## config.mk

```make
export PLATFORM = sky130hd
export DESIGN_NAME = benes_cfg_ctrl_flat
export DESIGN_NICKNAME = d
export VERILOG_FILES = /design/src/rtl/benes_cfg_ctrl_if.sv /design/src/rtl/benes_cfg_ctrl.sv /design/src/flat_wrapper.sv
export SDC_FILE = /design/constraint.sdc
export NUM_CORES = 1
export LEC_CHECK = 0
export CAP_MARGIN = 20
export CORE_ASPECT_RATIO = 0.6
export CORE_MARGIN = 5
export CORE_UTILIZATION = 57
export CTS_CLUSTER_SIZE = 40
export DETAILED_ROUTE_END_ITERATION = 8
export PLACE_DENSITY_LB_ADDON = 0.2
export SYNTH_ARGS = -nofsm -noshare
export SYNTH_HDL_FRONTEND = slang
export SYNTH_SLANG_ARGS = --single-unit
export TNS_END_PERCENT = 50
```

## constraint.sdc

```tcl
create_clock -name clk -period 3.9 [get_ports clk]
set_input_delay 0.975 -clock clk [delete_from_list [all_inputs] [get_ports clk]]
set_output_delay 0.975 -clock clk [all_outputs]
set_load 0.02 [all_outputs]
```

## src/rtl/benes_cfg_ctrl_if.sv

```systemverilog
// Host-side configuration, commit and input-admission signals of the Benes config controller.
// The master modport is the host / upstream side; the slave modport is the controller.
interface benes_cfg_ctrl_if #(
    parameter int N_STAGES     = 7,
    parameter int SW_PER_STAGE = 8,
    parameter int STG_W        = 3
);
    logic                             cfg_valid;
    logic                             cfg_ready;
    logic [STG_W-1:0]                 cfg_stage;
    logic [SW_PER_STAGE-1:0]          cfg_bits;
    logic                             cfg_err;
    logic                             commit_req;
    logic                             commit_ack;
    logic                             in_valid;
    logic                             in_stall;
    logic [N_STAGES*SW_PER_STAGE-1:0] switch_set_flat;
    logic [3:0]                       cfg_epoch;
    logic                             busy;

    modport master (
        output cfg_valid, cfg_stage, cfg_bits, commit_req, in_valid,
        input  cfg_ready, cfg_err, commit_ack, in_stall, switch_set_flat, cfg_epoch, busy
    );

    modport slave (
        input  cfg_valid, cfg_stage, cfg_bits, commit_req, in_valid,
        output cfg_ready, cfg_err, commit_ack, in_stall, switch_set_flat, cfg_epoch, busy
    );
endinterface

```

## src/rtl/benes_cfg_ctrl.sv

```systemverilog
// Shadow/active configuration controller for the registered Benes stage pipeline:
// a commit stalls input, waits for the pipe to empty, then swaps shadow into active in one edge.
module benes_cfg_ctrl #(
    parameter int N_STAGES     = 7,
    parameter int SW_PER_STAGE = 8,
    parameter int STAGE_LAT    = 1,
    parameter int STG_W        = 3
) (
    input  logic                  clk,
    input  logic                  rst_n,
    benes_cfg_ctrl_if.slave       bus
);
    localparam int L      = N_STAGES * STAGE_LAT;
    localparam int FLAT_W = N_STAGES * SW_PER_STAGE;

    typedef enum logic [1:0] {
        IDLE  = 2'd0,
        DRAIN = 2'd1,
        SWAP  = 2'd2,
        ACK   = 2'd3
    } state_t;

    state_t              state_r;
    logic [L-1:0]        occ_r;
    logic [FLAT_W-1:0]   shadow_r;
    logic [FLAT_W-1:0]   active_r;
    logic [3:0]          epoch_r;
    logic                cfg_err_r;
    logic                cfg_ready_r;
    logic                commit_ack_r;
    logic                in_stall_r;
    logic                busy_r;
    logic                admit_s;

    assign admit_s = bus.in_valid & ~in_stall_r;

    // One bit per pipeline register cycle: set while an admitted word is still inside the stages
    always_ff @(posedge clk or negedge rst_n) begin
        if (!rst_n) begin
            occ_r <= '0;
        end else begin
            occ_r <= (occ_r << 1) | L'(admit_s);
        end
    end

    // Commit sequencing, shadow writes and the handshake outputs, all loaded for the state being entered
    always_ff @(posedge clk or negedge rst_n) begin
        if (!rst_n) begin
            state_r      <= IDLE;
            shadow_r     <= '0;
            active_r     <= '0;
            epoch_r      <= 4'd0;
            cfg_err_r    <= 1'b0;
            cfg_ready_r  <= 1'b1;
            commit_ack_r <= 1'b0;
            in_stall_r   <= 1'b0;
            busy_r       <= 1'b0;
        end else begin
            case (state_r)
                IDLE: begin
                    // A write in the commit cycle lands before the swap, so it is part of this commit
                    if (bus.cfg_valid && cfg_ready_r) begin
                        if (int'(bus.cfg_stage) < N_STAGES) begin
                            for (int s = 0; s < N_STAGES; s++) begin
                                if (bus.cfg_stage == STG_W'(s)) begin
                                    shadow_r[s*SW_PER_STAGE +: SW_PER_STAGE] <= bus.cfg_bits;
                                end
                            end
                        end else begin
                            cfg_err_r <= 1'b1;
                        end
                    end
                    if (bus.commit_req) begin
                        state_r     <= DRAIN;
                        cfg_ready_r <= 1'b0;
                        in_stall_r  <= 1'b1;
                        busy_r      <= 1'b1;
                    end
                end
                DRAIN: begin
                    if (occ_r == '0) begin
                        state_r <= SWAP;
                    end
                end
                SWAP: begin
                    state_r      <= ACK;
                    active_r     <= shadow_r;
                    epoch_r      <= epoch_r + 4'd1;
                    commit_ack_r <= 1'b1;
                end
                ACK: begin
                    state_r      <= IDLE;
                    commit_ack_r <= 1'b0;
                    cfg_ready_r  <= 1'b1;
                    in_stall_r   <= 1'b0;
                    busy_r       <= 1'b0;
                    cfg_err_r    <= 1'b0;
                end
                default: begin
                    state_r      <= IDLE;
                    commit_ack_r <= 1'b0;
                    cfg_ready_r  <= 1'b1;
                    in_stall_r   <= 1'b0;
                    busy_r       <= 1'b0;
                end
            endcase
        end
    end

    assign bus.cfg_ready       = cfg_ready_r;
    assign bus.cfg_err         = cfg_err_r;
    assign bus.commit_ack      = commit_ack_r;
    assign bus.in_stall        = in_stall_r;
    assign bus.busy            = busy_r;
    assign bus.switch_set_flat = active_r;
    assign bus.cfg_epoch       = epoch_r;
endmodule
```

## src/flat_wrapper.sv

```systemverilog
// flat-port wrapper written by rule: the top's interface ports become plain ports
module benes_cfg_ctrl_flat 
#(
    parameter int N_STAGES     = 7,
    parameter int SW_PER_STAGE = 8,
    parameter int STAGE_LAT    = 1,
    parameter int STG_W        = 3
)
  (clk, rst_n, bus_cfg_valid, bus_cfg_stage, bus_cfg_bits, bus_commit_req, bus_in_valid, bus_cfg_ready, bus_cfg_err, bus_commit_ack, bus_in_stall, bus_switch_set_flat, bus_cfg_epoch, bus_busy);
  benes_cfg_ctrl_if #(.N_STAGES(N_STAGES), .SW_PER_STAGE(SW_PER_STAGE), .STG_W(STG_W)) bus_i ();
  input  logic clk;
  input  logic rst_n;
  input wire logic [$bits(bus_i.cfg_valid)-1:0] bus_cfg_valid;
  input wire logic [$bits(bus_i.cfg_stage)-1:0] bus_cfg_stage;
  input wire logic [$bits(bus_i.cfg_bits)-1:0] bus_cfg_bits;
  input wire logic [$bits(bus_i.commit_req)-1:0] bus_commit_req;
  input wire logic [$bits(bus_i.in_valid)-1:0] bus_in_valid;
  output wire logic [$bits(bus_i.cfg_ready)-1:0] bus_cfg_ready;
  output wire logic [$bits(bus_i.cfg_err)-1:0] bus_cfg_err;
  output wire logic [$bits(bus_i.commit_ack)-1:0] bus_commit_ack;
  output wire logic [$bits(bus_i.in_stall)-1:0] bus_in_stall;
  output wire logic [$bits(bus_i.switch_set_flat)-1:0] bus_switch_set_flat;
  output wire logic [$bits(bus_i.cfg_epoch)-1:0] bus_cfg_epoch;
  output wire logic [$bits(bus_i.busy)-1:0] bus_busy;
  assign bus_i.cfg_valid = bus_cfg_valid;
  assign bus_i.cfg_stage = bus_cfg_stage;
  assign bus_i.cfg_bits = bus_cfg_bits;
  assign bus_i.commit_req = bus_commit_req;
  assign bus_i.in_valid = bus_in_valid;
  assign bus_cfg_ready = bus_i.cfg_ready;
  assign bus_cfg_err = bus_i.cfg_err;
  assign bus_commit_ack = bus_i.commit_ack;
  assign bus_in_stall = bus_i.in_stall;
  assign bus_switch_set_flat = bus_i.switch_set_flat;
  assign bus_cfg_epoch = bus_i.cfg_epoch;
  assign bus_busy = bus_i.busy;
  benes_cfg_ctrl #(.N_STAGES(N_STAGES), .SW_PER_STAGE(SW_PER_STAGE), .STAGE_LAT(STAGE_LAT), .STG_W(STG_W)) u_core (.clk(clk), .rst_n(rst_n), .bus(bus_i));
endmodule
```

* Yosys cells after proc, flatten, opt, wreduce, memory -nomap -nowiden
Cells that the tools add are included.
** Word-level totals
- Register bits :: 129
- Input port bits :: 16
- Output and inout bits :: 65
- Word-level logic and storage cells :: 60
** Cells by class
- Add/subtract/negate cells :: 1
- Magnitude comparators :: 1
- Equal/unequal tests :: 13
- Multiplexer cells :: 11
- Bitwise operators :: 3
- Reduce and logical (&&, ||, !) cells :: 16
** Operator list (number)
- $reduce_and A4 Y1 :: 7
- $eq A3 B3 Y1 const B :: 3
- $pmux W1 S2 :: 4
- $pmux W2 S4 :: 1
- $logic_not A7 Y1 :: 1
- $or A7 B1 Y7 :: 1
- $eq A3 B2 Y1 const B :: 2
- $add A4 B1 Y4 const B :: 1
- $eq A2 B2 Y1 const B :: 2
- $mux W1 :: 4
- $mux W2 :: 2
- $ne A2 B1 Y1 const B :: 2
- $ne A2 B2 Y1 const B :: 2
- $reduce_and A2 Y1 :: 2
- $reduce_bool A2 Y1 :: 2
- $eq A3 B1 Y1 const B :: 1
- $logic_not A3 Y1 :: 1
- $lt A3 B3 Y1 const B :: 1
- $reduce_and A3 Y1 :: 1
- $eq A2 B1 Y1 const B :: 1
- $logic_not A2 Y1 :: 1
- $and A1 B1 Y1 :: 1
- $logic_and A1 B1 Y1 :: 1
- $not A1 Y1 :: 1

* Logic depth before layout (Yosys ltp)
- Depth after elaboration :: 4
- Gate-level depth with buffers :: 6
- Gate-level depth less buffers :: 5

* Worst setup path before layout
No wires, ideal clock.
- Path type :: input to register
- From :: input bus_cfg_stage[0]
- To :: register u_core.shadow_r[0]
- Setup time :: 0.125 ns
- Data arrival time :: 2.132 ns
- Required time :: 3.775 ns
- Slack :: 1.643 ns
- Stages on the path :: 4
- Buffers on the path :: 1
- Cell sequence :: nand3b_2 > or4b_1 > buf_4 > mux2_4
** Between the ends
- Longest elaborated chain between the ends :: 2
- Elaborated cells between the ends (all ways) :: 3
- Those cells by class :: 1 x order compare; 2 x reduce/logical
** Ends and longest elaborated chain
- start: declaration :: RTL line flat_wrapper.sv:14 : input wire logic [$bits(bus_i.cfg_stage)-1:0] bus_cfg_stage;
- $lt A3 B3 Y1 / $logic_not A3 Y1 (equally long branches) :: RTL line benes_cfg_ctrl.sv:63, benes_cfg_ctrl.sv:65
- $reduce_and A4 Y1 (no source line) (*)
- end signal: indexed assignment :: RTL line benes_cfg_ctrl.sv:66 : shadow_r[s*SW_PER_STAGE +: SW_PER_STAGE] <= bus.cfg_bits;
- end: declaration :: RTL line benes_cfg_ctrl.sv:25 : logic [FLAT_W-1:0] shadow_r;
Every way passes the cells marked *; elsewhere a longest branch is shown, timed or not.
A chain may end at the register's enable or synchronous reset.

* Worst setup path after layout
- From :: register u_core.cfg_ready_r (netlist: u_core.bus.cfg_ready)
- To :: output bus_cfg_ready
** RTL lines
- start: declaration :: RTL line benes_cfg_ctrl.sv:29 : logic cfg_ready_r;
- start signal: assignment :: RTL line benes_cfg_ctrl.sv:54 : cfg_ready_r <= 1'b1;
- start signal: assignment :: RTL line benes_cfg_ctrl.sv:75 : cfg_ready_r <= 1'b0;
- start signal: assignment :: RTL line benes_cfg_ctrl.sv:94 : cfg_ready_r <= 1'b1;
- end: declaration :: RTL line flat_wrapper.sv:18 : output wire logic [$bits(bus_i.cfg_ready)-1:0] bus_cfg_ready;
No word-level cell between the ends.

==> results.yml <==
global_route:
  grt.total_usage: 0.220
  grt_pass1_wl_mm: 17.3
  grt.overflow.total: 0
  grt_max_degree: 75
  grt_pass1_vias: 3083
  antenna_found_initial: 0
drt:
  detail_route.vias_per_cell: 5.36
  wl_mm: 10.5
  drtIter0Drc: 148
  wl_per_cell_um: 20.1
  drt.antenna.violating_nets: 0
  post-route-drc-count: 0
  drt_pass1_iterations: 4
  vias: 2794
worst_setup_path:
  timing_worst_setup_path_type: "flip-flop to primary output"
  cp_slowest_cell: "clkdlybuf4s50_1"
  critPathTopFamily: "buffers and inverters"
  endpoint_kind: "primary output"
  startpoint_type: "flip-flop"
  crit_chain: "clkdlybuf4s50_1"
  crit_fanout: 6
  crit_buf_inv: 1
  arrival_ns: 1.64
  crit_required_ns: 2.92
  critical_path.max_stage_delay_ns: 0.63
power:
  seqPwrFrac: 0.378
  irDropWorstVdd_mv: 0.570
  clkPwrFrac: 0.262
  swShare: 0.315
  power_density_mw_per_mm2: 915
  power_frac_comb: 0.359
  p_int_w: 0.00407
  p_switching_w: 0.00187
  leakage_nw: 3.03
cells_and_area:
  nets: 417
  final_cell_mix: "dfrtp_1, mux2_2, clkdlybuf4s50_1"
  syn2layout_area_growth_pct: 30.3
  n_antenna_cell: 0
  design_area_sq_mm: 0.00649
  final_common_cell: "dfrtp_1"
  drive_above_1_share: 0.379
yosys:
  synth.top_cell.area_share: 0.644
  syn-num-nets: 326
  yosysTopAreaCell: "dfrtp_1"
  ys_warn_count: 0
  seq_area_frac_synth: 0.649
  post_synth.cell_area_avg_sq_um: 16.3
  ys_types: 32
  syn_inst: 305
  ys_ff_latch: 129
  syn-cell-area_sq_mm: 0.00498
  synth_area_leaders: "dfrtp_1, mux2_2, mux2_4"
cts:
  tritoncts: "done"
  clkSlewWorstSetupHoldPaths_ns: 0.06
  cts.repair.resized: 0
  clock_path_buffers: 2
  worstSkewPairLatency_ns: 0.41
  cts_setup_buffers: 0
  cts_buffers: 17
  cts_sinks: 129
  root_buffer: "clkbuf_16"
  htreeDepth: 4
  cts_hold_buf: 0
place:
  port-buffer-count: 80
  dpl.hpwl_mm: 6.66
  place_area_sq_mm: 0.00590
  gp_congestion: 0.862
floorplanning:
  die_area_sq_mm: 0.0108
  io_pins: 81
  die_h_um: 82.4
  num_rows: 26
  start_util: 0.584
  core_sq_mm: 0.00852
  die_x_um: 131
timing:
  whs_ns: 0.390
  setup-violations-final: 0
  tns_ns: 0
  worstMarginPinSlew_ns: 0.871
  finalCriticalPeriod_ns: 2.62
  fin_crit_sh: 0.671
  rsz0062_at_grt: "false"
  clock.fmax_ghz: 0.382
  drv_slew: 0
  slew_headroom: 0.418
  skew_ns: 0.00352
  final_hold_viol_count: 0
outcome:
  status: "complete, no violations"
flow_run:
  max-cap-violations: 0
worst_hold_path:
  hp-class: "flip-flop to flip-flop"
layout make-up:
cell class	count	area [sq um]
repair buffers	82	826
clock inverters	11	110
inverters	4	15.0
well taps	112	140
fillers	517	2040
flip-flops and latches	129	3230
clock buffers	21	480
multi-input cells	162	1690
worst paths after layout:
path	endpoint	start	slack, ns	cells past startpoint
setup / recovery	bus_cfg_ready	u_core.bus.cfg_ready	1.28	1
hold reg to reg	u_core.occ_r[3]	u_core.occ_r[2]	0.39	0
max in group asynchronous	u_core.bus.cfg_ready	rst_n	2.45	2
min in group asynchronous	u_core.bus.cfg_epoch[1]	rst_n	0.61	1
hold / removal	u_core.occ_r[3]	u_core.occ_r[2]	0.39	0
setup reg to reg	u_core.shadow_r[9]	u_core.state_r[0]	1.60	5
layer usage:
layer / GRT usage / share of wire / vias up / wire, um
met3: 0.0681 / 0.054 / 13 / 565
met1: 0.304 / 0.47 / 1448 / 4950
met2: 0.335 / 0.46 / 62 / 4830
met4: 0.0780 / 0.012 / 0 / 125
li1: - / - / 1271 / -
met5: 0 / 0 / - / 0
cell usage after synthesis:
| library cell | instances |
|---|---|
| dfrtp_1 | 128 |
| mux2_2 | 97 |
| mux2_4 | 16 |
| nor2_1 | 7 |
| clkbuf_1 | 6 |
| ha_1 | 5 |
| inv_1 | 4 |
| nor2b_1 | 4 |
| buf_4 | 3 |
| nand2_1 | 3 |
| o21ai_0 | 3 |
| a21oi_1 | 2 |
| a31oi_1 | 2 |
| nand2b_1 | 2 |
| nor3_2 | 2 |
| o31ai_1 | 2 |
| o41ai_1 | 2 |
| or4b_1 | 2 |
| xnor2_1 | 2 |
| a31o_2 | 1 |
| buf_1 | 1 |
| dfstp_2 | 1 |
| nand3_1 | 1 |
| nand3_2 | 1 |
| nand3b_1 | 1 |
| nand3b_2 | 1 |
| nand4_1 | 1 |
| nor3b_1 | 1 |
| nor4_1 | 1 |
| o21bai_1 | 1 |
| or4_1 | 1 |
| xor2_1 | 1 |
metrics by stage:
| stage | setup slack, ns | utilization | power (W) | instances |
|---|---|---|---|---|
| 3_3_place_gp | 0.989 | 0.692 | 0.00431 | 489 |
| 3_5_place_dp | 0.924 | 0.692 | 0.00440 | 489 |
| 2_1_floorplan | 1.64 | - | 0.00346 | 305 |
| 5_1_grt | 1.25 | 0.761 | 0.00626 | 521 |
| 4_1_cts | 1.28 | 0.761 | 0.00599 | 521 |
| 6_report | 1.28 | 0.761 | 0.00594 | 521 |
sequential cells by signal (all words and copies together), names as in the netlist:
register,count
u_core.bus.commit_ack,1
u_core.bus.in_stall,1
u_core.state_r,2
u_core.bus.cfg_epoch,4
u_core.occ_r,7
u_core.bus.cfg_err,1
u_core.shadow_r,56
u_core.bus.switch_set_flat,56
u_core.bus.cfg_ready,1
cell families after synthesis:
logic type | Yosys count | share of synthesized area
buffers and inverters | 14 | 0.0128
AND/OR/NAND/NOR | 28 | 0.0354
XOR/XNOR | 3 | 0.00528
adder cells (fa/ha/maj) | 5 | 0.0126
AO/OA/AOI/OAI | 13 | 0.0173
flip-flops | 129 | 0.649
multiplexers | 113 | 0.268
power by group through the flow:
stage | sequential, W | clock (W) | combinational (W)
2_1_floorplan | 0.00256 | 0 | 0.000903
3_3_place_gp | 0.00223 | 0 | 0.00208
3_5_place_dp | 0.00226 | 0 | 0.00214
4_1_cts | 0.00225 | 0.00157 | 0.00217
5_1_grt | 0.00232 | 0.00165 | 0.00229
6_report | 0.00225 | 0.00156 | 0.00213
Power figures use the tool's default switching activity.
